==> src/rtl/gpio_port.sv <==
// Bus-mapped GPIO port: per-pin output/enable, synchronised and optionally debounced inputs,
// edge-triggered interrupt status with write-1-to-clear and a single irq output.
module gpio_port #(
    parameter int unsigned WIDTH    = 8,
    parameter logic [11:0] BASE     = 12'h000,
    parameter int unsigned DEBOUNCE = 0
) (
    input  logic             clk,
    input  logic             rst,
    input  logic [15:0]      i_io_addr,
    input  logic [15:0]      i_io_wdata,
    input  logic             i_io_wr,
    input  logic             i_io_rd,
    output logic [15:0]      o_io_rdata,
    input  logic [WIDTH-1:0] i_pin_in,
    output logic [WIDTH-1:0] o_pin_out,
    output logic [WIDTH-1:0] o_pin_oe,
    output logic             o_irq
);

    localparam logic [3:0] OffIn     = 4'd0;
    localparam logic [3:0] OffOut    = 4'd1;
    localparam logic [3:0] OffOe     = 4'd2;
    localparam logic [3:0] OffRiseEn = 4'd3;
    localparam logic [3:0] OffFallEn = 4'd4;
    localparam logic [3:0] OffStatus = 4'd5;
    localparam logic [3:0] OffOutSet = 4'd6;
    localparam logic [3:0] OffOutClr = 4'd7;

    logic             w_hit;
    logic [3:0]       w_off;
    logic             w_wr_hit;
    logic             w_rd_hit;
    logic [WIDTH-1:0] w_wdata;
    logic             w_unused_wdata;

    logic [WIDTH-1:0] r_s1;
    logic [WIDTH-1:0] r_s2;
    logic [WIDTH-1:0] r_filt;
    logic [WIDTH-1:0] r_filt_d;

    logic [WIDTH-1:0] r_out;
    logic [WIDTH-1:0] r_oe;
    logic [WIDTH-1:0] r_rise_en;
    logic [WIDTH-1:0] r_fall_en;
    logic [WIDTH-1:0] r_status;
    logic [15:0]      r_rdata;

    logic [WIDTH-1:0] w_rise;
    logic [WIDTH-1:0] w_fall;
    logic [WIDTH-1:0] w_clr;
    logic [WIDTH-1:0] w_status_nxt;
    logic [15:0]      w_rd_val;

    assign w_hit          = (i_io_addr[15:4] == BASE);
    assign w_off          = i_io_addr[3:0];
    assign w_wr_hit       = w_hit & i_io_wr;
    assign w_rd_hit       = w_hit & i_io_rd;
    assign w_wdata        = i_io_wdata[WIDTH-1:0];
    assign w_unused_wdata = ^i_io_wdata;

    // Two-flop synchroniser on the raw pads.
    always_ff @(posedge clk or posedge rst) begin
        if (rst) begin
            r_s1 <= '0;
            r_s2 <= '0;
        end else begin
            r_s1 <= i_pin_in;
            r_s2 <= r_s1;
        end
    end

    generate
        if (DEBOUNCE == 0) begin : g_nofilt
            always_ff @(posedge clk or posedge rst) begin
                if (rst) begin
                    r_filt <= '0;
                end else begin
                    r_filt <= r_s2;
                end
            end
        end else begin : g_filt
            localparam int unsigned   CntW   = $clog2(DEBOUNCE + 1);
            localparam logic [CntW-1:0] CntMax = CntW'(DEBOUNCE - 1);

            logic [CntW-1:0]  r_cnt     [WIDTH];
            logic [CntW-1:0]  w_cnt_nxt [WIDTH];
            logic [WIDTH-1:0] w_filt_nxt;

            // Any mismatch shorter than DEBOUNCE cycles restarts the count from zero.
            always_comb begin
                w_filt_nxt = r_filt;
                for (int i = 0; i < WIDTH; i++) begin
                    w_cnt_nxt[i] = r_cnt[i];
                    if (r_s2[i] == r_filt[i]) begin
                        w_cnt_nxt[i] = '0;
                    end else if (r_cnt[i] == CntMax) begin
                        w_filt_nxt[i] = r_s2[i];
                        w_cnt_nxt[i]  = '0;
                    end else begin
                        w_cnt_nxt[i] = r_cnt[i] + CntW'(1);
                    end
                end
            end

            always_ff @(posedge clk or posedge rst) begin
                if (rst) begin
                    r_filt <= '0;
                    for (int i = 0; i < WIDTH; i++) begin
                        r_cnt[i] <= '0;
                    end
                end else begin
                    r_filt <= w_filt_nxt;
                    r_cnt  <= w_cnt_nxt;
                end
            end
        end
    endgenerate

    assign w_rise = r_filt & ~r_filt_d;
    assign w_fall = ~r_filt & r_filt_d;
    assign w_clr  = (w_wr_hit && (w_off == OffStatus)) ? w_wdata : '0;

    // New edges are ORed in after the clear so a same-cycle set wins.
    assign w_status_nxt = (r_status & ~w_clr) | (w_rise & r_rise_en) | (w_fall & r_fall_en);

    always_ff @(posedge clk or posedge rst) begin
        if (rst) begin
            r_filt_d <= '0;
            r_status <= '0;
        end else begin
            r_filt_d <= r_filt;
            r_status <= w_status_nxt;
        end
    end

    always_ff @(posedge clk or posedge rst) begin
        if (rst) begin
            r_out     <= '0;
            r_oe      <= '0;
            r_rise_en <= '0;
            r_fall_en <= '0;
        end else if (w_wr_hit) begin
            case (w_off)
                OffOut:    r_out     <= w_wdata;
                OffOe:     r_oe      <= w_wdata;
                OffRiseEn: r_rise_en <= w_wdata;
                OffFallEn: r_fall_en <= w_wdata;
                OffOutSet: r_out     <= r_out | w_wdata;
                OffOutClr: r_out     <= r_out & ~w_wdata;
                default: ;
            endcase
        end
    end

    always_comb begin
        w_rd_val = '0;
        case (w_off)
            OffIn:     w_rd_val[WIDTH-1:0] = r_filt;
            OffOut:    w_rd_val[WIDTH-1:0] = r_out;
            OffOe:     w_rd_val[WIDTH-1:0] = r_oe;
            OffRiseEn: w_rd_val[WIDTH-1:0] = r_rise_en;
            OffFallEn: w_rd_val[WIDTH-1:0] = r_fall_en;
            OffStatus: w_rd_val[WIDTH-1:0] = r_status;
            default:   w_rd_val = '0;
        endcase
    end

    // Idle cycles return 0 so several instances can be ORed onto one read bus.
    always_ff @(posedge clk or posedge rst) begin
        if (rst) begin
            r_rdata <= '0;
        end else begin
            r_rdata <= w_rd_hit ? w_rd_val : 16'h0000;
        end
    end

    assign o_io_rdata = r_rdata;
    assign o_pin_out  = r_out;
    assign o_pin_oe   = r_oe;
    assign o_irq      = |r_status;

endmodule

==> config.mk <==
export PLATFORM = sky130hd
export DESIGN_NAME = gpio_port
export DESIGN_NICKNAME = d
export VERILOG_FILES = /design/src/rtl/gpio_port.sv
export SDC_FILE = /design/constraint.sdc
export NUM_CORES = 1
export LEC_CHECK = 0
export ABC_AREA = 0
export CORE_UTILIZATION = 50
export CTS_CLUSTER_SIZE = 10
export DETAILED_ROUTE_END_ITERATION = 10
export PLACE_DENSITY = 0.85
export SYNTH_ARGS = -nofsm -noshare
export SYNTH_HDL_FRONTEND = slang
export SYNTH_SLANG_ARGS = --single-unit
==> constraint.sdc <==
create_clock -name clk -period 3.35 [get_ports clk]
set_input_delay 0.5025 -clock clk [delete_from_list [all_inputs] [get_ports clk]]
set_output_delay 0.5025 -clock clk [all_outputs]
set_load 0.005 [all_outputs]
==> results.sh <==
export IMPL_status="completed"
export IMPL_cp_slowest_cell="and3_1"
export IMPL_drt_initial_drc_count=223
export IMPL_holdPathStages=0
export IMPL_die_y_um=86.1
export IMPL_firstDrtPassIters=6
export IMPL_grt_max_degree=50
export IMPL_worstSetupStartpointType="input port"
export IMPL_r2r_start="o_pin_out[6]$_DFFE_PP0P_"
export IMPL_num_nets_final=385
export IMPL_cp_required_ns=3.59
export IMPL_die_w_um=86.1
export IMPL_ctsLongestPathBuffers=2
export IMPL_grt_ovfl_total=0
export IMPL_routed_via_density=5.70
export IMPL_wirelength_um=7760
export IMPL_fill_cells=511
export IMPL_power_per_cell_area_nw_per_um2=433
export IMPL_crit_type="in2reg"
export IMPL_critPathMaxStageDelay_ns=0.57
export IMPL_hp_class="reg2reg"
export IMPL_clk_pin_slew_ns=0.09
export IMPL_antenna_found_initial=0
export IMPL_post_dp_hpwl_um=5170
export IMPL_yosys_warnings=0
export IMPL_cap_violations=0
export IMPL_slew_violations=0
export IMPL_setup_violations=0
export IMPL_cts_setup_buffers=0
export IMPL_cts_resized_gates=0
export IMPL_reg2reg_to="o_io_rdata[6]$_DFF_PP0_"
export IMPL_dp_cells=426
export IMPL_drtAntennaViolNets=0
export IMPL_power_leakage_nw=1.89
export IMPL_synth_seq_cells=80
export IMPL_seq_area_um2=2000
export IMPL_setup_tns_ns=0
export IMPL_post_route_period_util_pct=74.2
export IMPL_maxSlewHeadroom_pct=53.5
export IMPL_hold_start="r_s1[2]$_DFF_PP0_"
export IMPL_cp_num_buf_inv=1
export IMPL_netlist_area_um2=3540
export IMPL_endpoint_kind="flop"
export IMPL_cts_sinks=80
export IMPL_cp_top_family="simple AND/OR/NAND/NOR gates"
export IMPL_htree_num_levels=3
export IMPL_rrSetupSlack_ns=2.11
export IMPL_grt_usage_pct=23.0
export IMPL_yosysSeqAreaShare_pct=56.6
export IMPL_clock_root_buffer="clkbuf_8"
export IMPL_core_area_um2=6790
export IMPL_wl_per_cell_um=17.6
export IMPL_gp_congestion=0.790
export IMPL_die_area_um2=7410
export IMPL_multiInputGateArea_um2=1430
export IMPL_ir_drop_uv=280
export IMPL_hold_buffers=0
export IMPL_cts_tree="yes"
export IMPL_rows=30
export IMPL_cts_buffers=9
export IMPL_synth_avg_cell_area_um2=12.8
export IMPL_synth_distinct_cells=40
export IMPL_rsz0062_at_grt="no"
export IMPL_min_to="r_s2[2]$_DFF_PP0_"
export IMPL_clock_latency_ns=0.35
export IMPL_worstPathMaxFanout=8
export IMPL_fin_worst_skew_ns=0.00958
export IMPL_cp_arrival_ns=2.73
export IMPL_fin_crit_ns=2.49
export IMPL_port_buffer_count=60
export IMPL_path_cells="clkdlybuf4s50_1, nor2_1, and2_1, and3_1, mux2_1"
export IMPL_grt_pass1_wl_um=12500
export IMPL_final_cells=442
export IMPL_hold_ws_ns=0.351
export IMPL_syn_to_final_growth_pct=25.0
export IMPL_vias=2519
export IMPL_num_io_pins=77
export IMPL_tightest_slew_ns=0.695
export IMPL_clock_fmax_ghz=0.402
export IMPL_netlist_instances=277
export IMPL_drc_errors=0
export IMPL_grt_pass1_vias=2421
export IMPL_antenna_diode_count=0
export IMPL_drive_gt1_share_pct=14.5
export IMPL_initial_core_util_pct=52.0
export IMPL_r2r_cells=4
export IMPL_hold_viol_final=0
[layout by cell type (no fill, tap or decap), types with 4 or more instances in the layout]
cell type        synthesis  layout
mux2i_1                  8       8
clkdlybuf4s50_1          0      60
nand2b_1                10      10
dfrtp_1                 80      80
conb_1                   1       8
buf_4                   10       4
clkbuf_8                 0       9
o21ai_0                  5       5
a21oi_1                  5       5
o21ai_1                  6       6
mux2_4                  16      16
a221o_1                  8       8
mux2_1                   8       8
nor2_1                   6       6
nand2_1                 33      33
o211ai_1                 8       8
nand3b_1                 8       8
nor4_1                   4       4
o22ai_1                  9       9
a22o_1                   5       5
nor2b_1                  5       5
[where the power goes]
part	total [W]	leakage (nW)	internal (W)	switching (W)
sequential	0.000994	0.960	0.000984	0.00000983
clock	0.000776	0.113	0.000425	0.000351
combinational	0.000146	0.818	0.0000689	0.0000767
total	0.00192	1.89	0.00148	0.000437
[layout make-up]
class / count / area share, %
inverters: 1 / 0.0849
well taps: 96 / 2.72
clock inverters: 6 / 2.04
multi-input cells: 184 / 32.2
repair buffers: 65 / 14.7
flip-flops and latches: 80 / 45.3
clock buffers: 10 / 2.89
[per-layer routing]
metal  part of all wire [%]  global-route usage [%]
met1                     43                    31.6
met2                     48                    34.9
met3                    7.2                    5.58
met4                    2.0                    10.3
met5                      0                       0
[logic make-up (layout without fill, tap and decap cells)]
kind of cell	Yosys count	after routing	synth area share, %
buf+inv	20	82	3.82
simple gates	84	84	15.1
compound gates	57	57	11.8
mux	35	35	12.6
flops	80	80	56.6
other cells	1	8	0.106
[cell usage after synthesis (all sizes together)]
| cell type | count | area share (%) |
|---|---|---|
| nor2 | 6 | 0.64 |
| nor3 | 4 | 1.7 |
| a222oi | 3 | 0.85 |
| nand2 | 33 | 3.5 |
| nand4 | 1 | 0.60 |
| a22o | 5 | 1.2 |
| inv | 1 | 0.11 |
| o21ai | 11 | 1.6 |
| mux2i | 8 | 2.3 |
| a221oi | 2 | 0.50 |
| nor4 | 7 | 2.0 |
| nand3b | 8 | 1.7 |
| nor2b | 5 | 0.88 |
| buf | 18 | 3.6 |
| o211ai | 8 | 1.7 |
| dfrtp | 80 | 57 |
| nand2b | 12 | 2.5 |
| o2bb2ai | 2 | 0.50 |
| o22a | 1 | 0.25 |
| nand4b | 1 | 0.25 |
| o22ai | 9 | 1.6 |
| and2 | 1 | 0.18 |
| conb | 1 | 0.11 |
| mux2 | 27 | 10 |
| a21oi | 5 | 0.71 |
| a221o | 8 | 2.3 |
| clkbuf | 1 | 0.11 |
| and4bb | 1 | 0.35 |
| and3 | 2 | 0.35 |
| a22oi | 3 | 0.64 |
| nand3 | 3 | 0.42 |
[through the flow]
step                      utilization (%)  setup WS [ns]  total power [W]  instance area, µm²
after floorplan                         -          0.796          0.00109                3560
after global placement               61.8          0.564          0.00115                4200
after detailed placement             61.8          0.528          0.00116                4200
after CTS                            65.0          0.905          0.00194                4420
after global routing                 65.0          0.787          0.00199                4420
final                                65.0          0.863          0.00192                4420
[worst max path at each step]
stage                       startpoint  depth (start not counted)  slack [ns]                      end
after floorplan                    rst                          1        0.80  o_io_rdata[0]$_DFF_PP0_
after global placement    i_io_addr[2]                          5        0.56  o_pin_oe[2]$_DFFE_PP0P_
after detailed placement  i_io_addr[2]                          5        0.53  o_pin_oe[0]$_DFFE_PP0P_
after CTS                 i_io_addr[2]                          5        0.91  o_pin_oe[0]$_DFFE_PP0P_
after global routing      i_io_addr[2]                          5        0.79  o_pin_oe[2]$_DFFE_PP0P_
final                     i_io_addr[2]                          5        0.86  o_pin_oe[2]$_DFFE_PP0P_
(Power assumes the default switching activity.)
